`config.mk`:
```
export PLATFORM = sky130hd
export DESIGN_NAME = aes_round_ctrl
export DESIGN_NICKNAME = d
export VERILOG_FILES = /design/src/rtl/aes_ctrl_pkg.sv /design/src/rtl/aes_round_ctrl.sv
export SDC_FILE = /design/constraint.sdc
export NUM_CORES = 1
export LEC_CHECK = 0
export ABC_AREA = 1
export BUFFER_PORTS_ARGS = -buffer_cell sky130_fd_sc_hd__buf_2
export CAP_MARGIN = 15
export CORE_AREA = 2 2 40 42
export DETAILED_ROUTE_END_ITERATION = 7
export DIE_AREA = 0 0 42 44
export PLACE_DENSITY = 0.6
export SYNTH_ARGS = -nofsm -noshare
export SYNTH_HDL_FRONTEND = slang
export SYNTH_SLANG_ARGS = --single-unit
```
`constraint.sdc`:
```
create_clock -name clk -period 1.9 [get_ports clk]
set_clock_uncertainty 0.1 [all_clocks]
set_input_delay 0.19 -clock clk [delete_from_list [all_inputs] [get_ports clk]]
set_output_delay 0.19 -clock clk [all_outputs]
set_load 0.03 [all_outputs]
```
`src/rtl/aes_ctrl_pkg.sv`:
```
// aes_ctrl_pkg
// Shared definitions for the AES round sequencer: the controller state
// encoding, the round counts of the three AES key sizes, and a helper that
// tells whether a round count names a real AES variant.
package aes_ctrl_pkg;

    // Controller phases. IDLE waits for a block, INIT does the initial
    // AddRoundKey, ROUND covers the middle rounds, FINAL is the round without
    // MixColumns, HOLD presents the result until it is consumed.
    typedef enum logic [2:0] {
        IDLE  = 3'd0,
        INIT  = 3'd1,
        ROUND = 3'd2,
        FINAL = 3'd3,
        HOLD  = 3'd4
    } aes_ctrl_state_t;

    localparam int AES128_ROUNDS = 10;
    localparam int AES192_ROUNDS = 12;
    localparam int AES256_ROUNDS = 14;

    // True only for the round counts of AES-128, AES-192 and AES-256.
    function automatic bit legal_rounds(input int n);
        return (n == AES128_ROUNDS) || (n == AES192_ROUNDS) || (n == AES256_ROUNDS);
    endfunction

endpackage

```
`src/rtl/aes_round_ctrl.sv`:
```
// aes_round_ctrl
// Round sequencer for the AES cipher datapath. Accepts a block, walks the
// datapath through initial AddRoundKey, the middle rounds and the final
// round, pulses the text_out load, then holds the result behind a
// valid/ready handshake.
//
// Ports
//   clk          in   single clock, rising edge
//   rst          in   asynchronous reset, active low
//   start_valid  in   a new block (text_in/key) is present
//   start_ready  out  controller can accept a block this cycle
//   abort        in   synchronous abort of the block in flight
//   round_cnt    out  current round index, 0..NUM_ROUNDS
//   first_round  out  selects text_in^key into the state register
//   last_round   out  bypasses MixColumns
//   key_ld       out  loads the key schedule from the input key
//   key_en       out  advances the key schedule by one round
//   dp_en        out  state register capture enable
//   out_ld       out  text_out register load strobe
//   out_valid    out  text_out holds an unconsumed result
//   out_ready    in   downstream accepts the result
//   busy         out  controller is not idle
module aes_round_ctrl
    import aes_ctrl_pkg::*;
#(
    parameter int NUM_ROUNDS = AES128_ROUNDS,
    parameter int RCNT_W     = 4
) (
    input  logic              clk,
    input  logic              rst,
    input  logic              start_valid,
    output logic              start_ready,
    input  logic              abort,
    output logic [RCNT_W-1:0] round_cnt,
    output logic              first_round,
    output logic              last_round,
    output logic              key_ld,
    output logic              key_en,
    output logic              dp_en,
    output logic              out_ld,
    output logic              out_valid,
    input  logic              out_ready,
    output logic              busy
);

    if (!legal_rounds(NUM_ROUNDS)) begin : g_bad_rounds
        $error("aes_round_ctrl: NUM_ROUNDS must be 10, 12 or 14");
    end

    if (RCNT_W < $clog2(NUM_ROUNDS + 1)) begin : g_bad_rcnt_w
        $error("aes_round_ctrl: RCNT_W too narrow for NUM_ROUNDS");
    end

    localparam logic [RCNT_W-1:0] LAST_MID_CNT = RCNT_W'(NUM_ROUNDS - 1);
    localparam logic [RCNT_W-1:0] FINAL_CNT    = RCNT_W'(NUM_ROUNDS);

    aes_ctrl_state_t   state_q, state_d;
    logic [RCNT_W-1:0] rcnt_q, rcnt_d;

    // Next state and next round count. The counter is only ever loaded with
    // 0, its increment inside ROUND, or NUM_ROUNDS on the way into FINAL, so
    // it cannot wrap. An abort overrides whatever the phase logic decided.
    always_comb begin
        state_d = state_q;
        rcnt_d  = rcnt_q;
        case (state_q)
            IDLE: begin
                rcnt_d = '0;
                if (start_valid) begin
                    state_d = INIT;
                end
            end
            INIT: begin
                state_d = ROUND;
                rcnt_d  = RCNT_W'(1);
            end
            ROUND: begin
                if (rcnt_q == LAST_MID_CNT) begin
                    state_d = FINAL;
                    rcnt_d  = FINAL_CNT;
                end else begin
                    rcnt_d = rcnt_q + RCNT_W'(1);
                end
            end
            FINAL: begin
                state_d = HOLD;
            end
            HOLD: begin
                // Taking a new block straight out of HOLD avoids an idle
                // bubble between back-to-back blocks.
                if (out_ready) begin
                    state_d = start_valid ? INIT : IDLE;
                    rcnt_d  = '0;
                end
            end
            default: begin
                state_d = IDLE;
                rcnt_d  = '0;
            end
        endcase
        if (abort) begin
            state_d = IDLE;
            rcnt_d  = '0;
        end
    end

    always_ff @(posedge clk or negedge rst) begin
        if (!rst) begin
            state_q <= IDLE;
            rcnt_q  <= '0;
        end else begin
            state_q <= state_d;
            rcnt_q  <= rcnt_d;
        end
    end

    // Outputs are pure decodes of the phase; abort gates the two strobes
    // that would otherwise commit work in the abort cycle.
    always_comb begin
        start_ready = ((state_q == IDLE) || ((state_q == HOLD) && out_ready)) && !abort;
        first_round = (state_q == INIT);
        key_ld      = (state_q == INIT);
        last_round  = (state_q == FINAL);
        dp_en       = (state_q == INIT) || (state_q == ROUND) || (state_q == FINAL);
        key_en      = (state_q == ROUND) || (state_q == FINAL);
        out_ld      = (state_q == FINAL) && !abort;
        out_valid   = (state_q == HOLD);
        busy        = (state_q != IDLE);
        round_cnt   = rcnt_q;
    end

endmodule

```
==> results by stage <==
Floorplan:
- The starting utilization of the core area is 0.3307.
- The standard cell core area is 0.001419 mm^2.
- 18 I/O pins were placed.
- The height of the die is 44 um.
- The die outline area is 0.001848 mm^2.
- The width of the die is 42 um.
- The site row count is 14.

Critical path:
- In this run the worst setup path begins at state_q[1]$_DFFE_PN0P_.
- Along the worst path, the maximum fanout reaches 8.
- The setup slack of the worst register-to-register path is 660 ps.
- The worst setup path is launched from a register.
- The critical path is of the reg -> out type.
- The worst register-to-register path begins at state_q[0]$_DFFE_PN0P_.
- The reg-to-reg critical path endpoint is round_cnt[1]$_DFFE_PN0P_.
- The worst reg2reg path depth is 5.
- The end of the critical path is start_ready.
- The element type at the critical path end is an output pin.
- The required time of the critical path is 1610 ps.
- For the worst setup path, the data arrival time is 1250 ps.

Final layout:
- In the final layout, the share of cells above drive strength 1 is 0.3580.
- The final net count is between 80 and 90.
- Fill cells in the final layout number 143.
- 0 antenna diodes ended up in the layout.
- The synthesis-to-finish area growth is 26.13%.
- The finished layout holds 97 standard cells, fillers aside.

Synth:
- By area, the combinational part of the netlist is dominated by simple AND/OR/NAND/NOR gates.
- Sorting the synthesized cells by area gives the leading types as sky130_fd_sc_hd__dfrtp_1 (37%), sky130_fd_sc_hd__nand2_1 (8.0%), sky130_fd_sc_hd__nand3_1 (7.5%).
- The complex-gate fraction of the synthesized area came to 0.08267.
- Of the total synthesized cell area, the portion taken by AND, OR, NAND and NOR gates is 0.3440.
- In this run, synthesis inferred 0 flip-flops with an integrated enable.
- The portion of synthesized area spent on multiplexers is 0.
- The number of library cell types mapped by synthesis is 20.
- Counting flops with an async set or reset pin after synthesis yields a share of 1.000.
- Of the post-synthesis cell area, the dominant cell type holds 0.3733.
- The commonest cells after synthesis are sky130_fd_sc_hd__nand2_1 (10), sky130_fd_sc_hd__inv_1 (9), sky130_fd_sc_hd__dfrtp_1 (7), sky130_fd_sc_hd__nand3_1 (7), sky130_fd_sc_hd__nand4_1 (4).
- The number of instances in the synthesized netlist is 61.
- The synthesized cell area is 469.2 um^2.
- The most frequently used cell type in the post-synthesis netlist is sky130_fd_sc_hd__nand2_1.
- The synthesized design spends more area on one cell type than any other, namely sky130_fd_sc_hd__dfrtp_1.
- The mean instance size in the synthesized netlist is 7.692 um^2.
- Counting flops and latches in the post-synthesis netlist gives 7.
- During synthesis, Yosys emitted a total of 0 warnings.
- The main flop type after synthesis is sky130_fd_sc_hd__dfrtp_1.
- Of the total synthesized cell area, the portion taken by XOR and XNOR cells is 0.01867.
- The area share of fa/ha/maj cells after synthesis is 0.05333.
- The share of the Yosys chip area taken by registers is 0.3733.
- The number of nets in the synthesized netlist is 68.

Flow run:
- The max-capacitance violation count is 0.

Route:
- After detailed routing, the average wire length per cell comes to about 11 um.
- Dividing the detail-routed via count by the number of cells gives 4.753.
- The routed wire length is roughly 1000 um.
- The number of nets with antenna violations after detailed routing is 0.
- The number of design-rule violations left by the first detailed-router iteration is 4.
- For this run, design rule violations remaining after detail routing come to 0.
- The pre-antenna-repair detailed-routing pass consisted of 4 iterations.
- The number of vias in the routed layout is 461.

Place:
- The number of I/O port buffers is 17.
- Detailed placement ended at an HPWL of 777.3 um.
- Including well taps, the total number of placed cells is 92.
- The congestion estimate from routability-driven global placement came to 0.7937.

Pwr:
- The total leakage power is 0.3374 nW.
- Summing internal, switching and leakage power gives between 0.4 and 0.5 mW.
- The maximum resistive drop on vdd is approximately 370 uV.
- The cell area power density is 817.2 mW/mm^2.

STA:
- The max-slew violation total from the final report was 0.
- The final count of hold timing violations is 0.
- The final cycle utilization of the critical path is 0.8100.
- Setup repair after global routing left no endpoint under its margin.
- The slew at the pin with the worst max-slew slack is approximately 250 ps.
- Counting I/O delays and the setup requirement, the final critical path takes roughly 1500 ps.
- The setup TNS is 0 ps.
- Derived from the worst setup path, the maximum achievable clock frequency is around 0.65 GHz.
- Measured against its own limit, the worst slew margin works out to 0.8304.
- The worst hold slack is 52.69 ps.
- Setup violations remaining at the end of the flow were counted as 0.

CTS:
- After clock tree synthesis, the flow added hold-fix buffers numbering 1.
- CTS built an H-tree with a depth of 1.
- The clock tree from TritonCTS is yes.
- The clock-pin transition on the worst setup and hold timing paths is 60 ps.
- The number of clock sinks is 7.
- The root buffer selected by CTS is sky130_fd_sc_hd__clkbuf_4.
- The largest buffer count on any clock path is 2.
- The CTS buffer count is 3.
- The buffers inserted during post-CTS setup optimization is 0.
- The number of instances resized during post-cts repair is 0.
- The source-to-sink clock delay at the later pin of the worst-skew pair is 260 ps.

Global routing:
- Entering global routing, the biggest net connects 9 pins.
- The global-route usage over all layers is 0.1273.
- The number of antenna violations at the first check in global routing is 0.
- The via count of the first global-routing pass is 403.
- The first global-routing pass estimated 1704 um of wire.
- The global-route congestion overflow total is 0.

Status:
- The run finished with clean final reports.

Worst hold path:
- In this run the worst hold path is classified as in -> reg.
==> cell usage in the layout (no fill, tap or decap), drive strengths merged <==
cell	n
buf	17
clkbuf	4
dfrtp	7
dlygate4sd3	1
ha	2
inv	11
nand2	12
nand3	8
nand4	4
nor2	6
nor3	1
nor4	1
o21a	1
o21ai	4
o21bai	1
xor2	1
==> through the flow <==
stage          utilization  cell area [um^2]  worst slack, ps
2_1_floorplan            -             469.2            142.4
3_3_place_gp        0.3915             555.5            658.9
3_5_place_dp        0.3915             555.5            627.8
4_1_cts             0.4171             591.8            345.0
5_1_grt             0.4171             591.8            207.8
6_report            0.4171             591.8            361.0
==> report_power, final <==
| part | switching (mW) | internal [mW] | leakage (nW) |
|---|---|---|---|
| clock | 0.0635 | 0.0807 | 0.0150 |
| sequential | 0.0188 | 0.159 | 0.0951 |
| combinational | 0.115 | 0.0462 | 0.227 |
| total | 0.197 | 0.286 | 0.337 |
==> how the worst min path moves through the flow <==
| stage | start | end | slack (ps) | depth (start not counted) |
|---|---|---|---|---|
| after global placement | rst | state_q[1]$_DFFE_PN0P_ | -70 | 1 |
| final | abort | round_cnt[2]$_DFFE_PN0P_ | 50 | 2 |
| after global routing | abort | round_cnt[2]$_DFFE_PN0P_ | 70 | 2 |
| after CTS | abort | round_cnt[2]$_DFFE_PN0P_ | 50 | 2 |
| after floorplan | rst | round_cnt[0]$_DFFE_PN0P_ | -210 | 0 |
| after detailed placement | rst | state_q[1]$_DFFE_PN0P_ | -70 | 1 |
==> sequential cells by signal, indices dropped and copies added, names as in the netlist <==
| register | cells |
|---|---|
| state_q | 3 |
| round_cnt | 4 |
==> cell families (layout without fill, tap and decap cells) <==
logic type	after synthesis	after routing
and+or+nand+nor	32	32
xor gates and xnor gates	1	1
adders and majority gates	2	2
DFF	7	7
AOI/OAI and AO/OA	6	6
buffers and inverters	13	33
==> worst max-delay path: stages, from the launching register on <==
cell and delay [ps]:
sky130_fd_sc_hd__dfrtp_1 460, sky130_fd_sc_hd__nor4_1 280, sky130_fd_sc_hd__buf_2 240
==> metal layers <==
layer / wire, um / track usage / up-vias
met4: 8 / 0.1226 / 0
met3: 61 / 0.03750 / 2
met1: 520 / 0.1671 / 205
met5: 0 / 0 / -
li1: - / - / 239
met2: 433 / 0.1625 / 15
==> cell type report <==
class | count | area (um^2) | share of cell area
multi-input combinational | 41 | 234.0 | 0.3953
inverter | 11 | 41.29 | 0.06977
timing repair buffer | 18 | 95.09 | 0.1607
clock buffer | 4 | 26.28 | 0.04440
sequential | 7 | 175.2 | 0.2960
tap | 16 | 20.02 | 0.03383
Power figures use the tool's default switching activity.
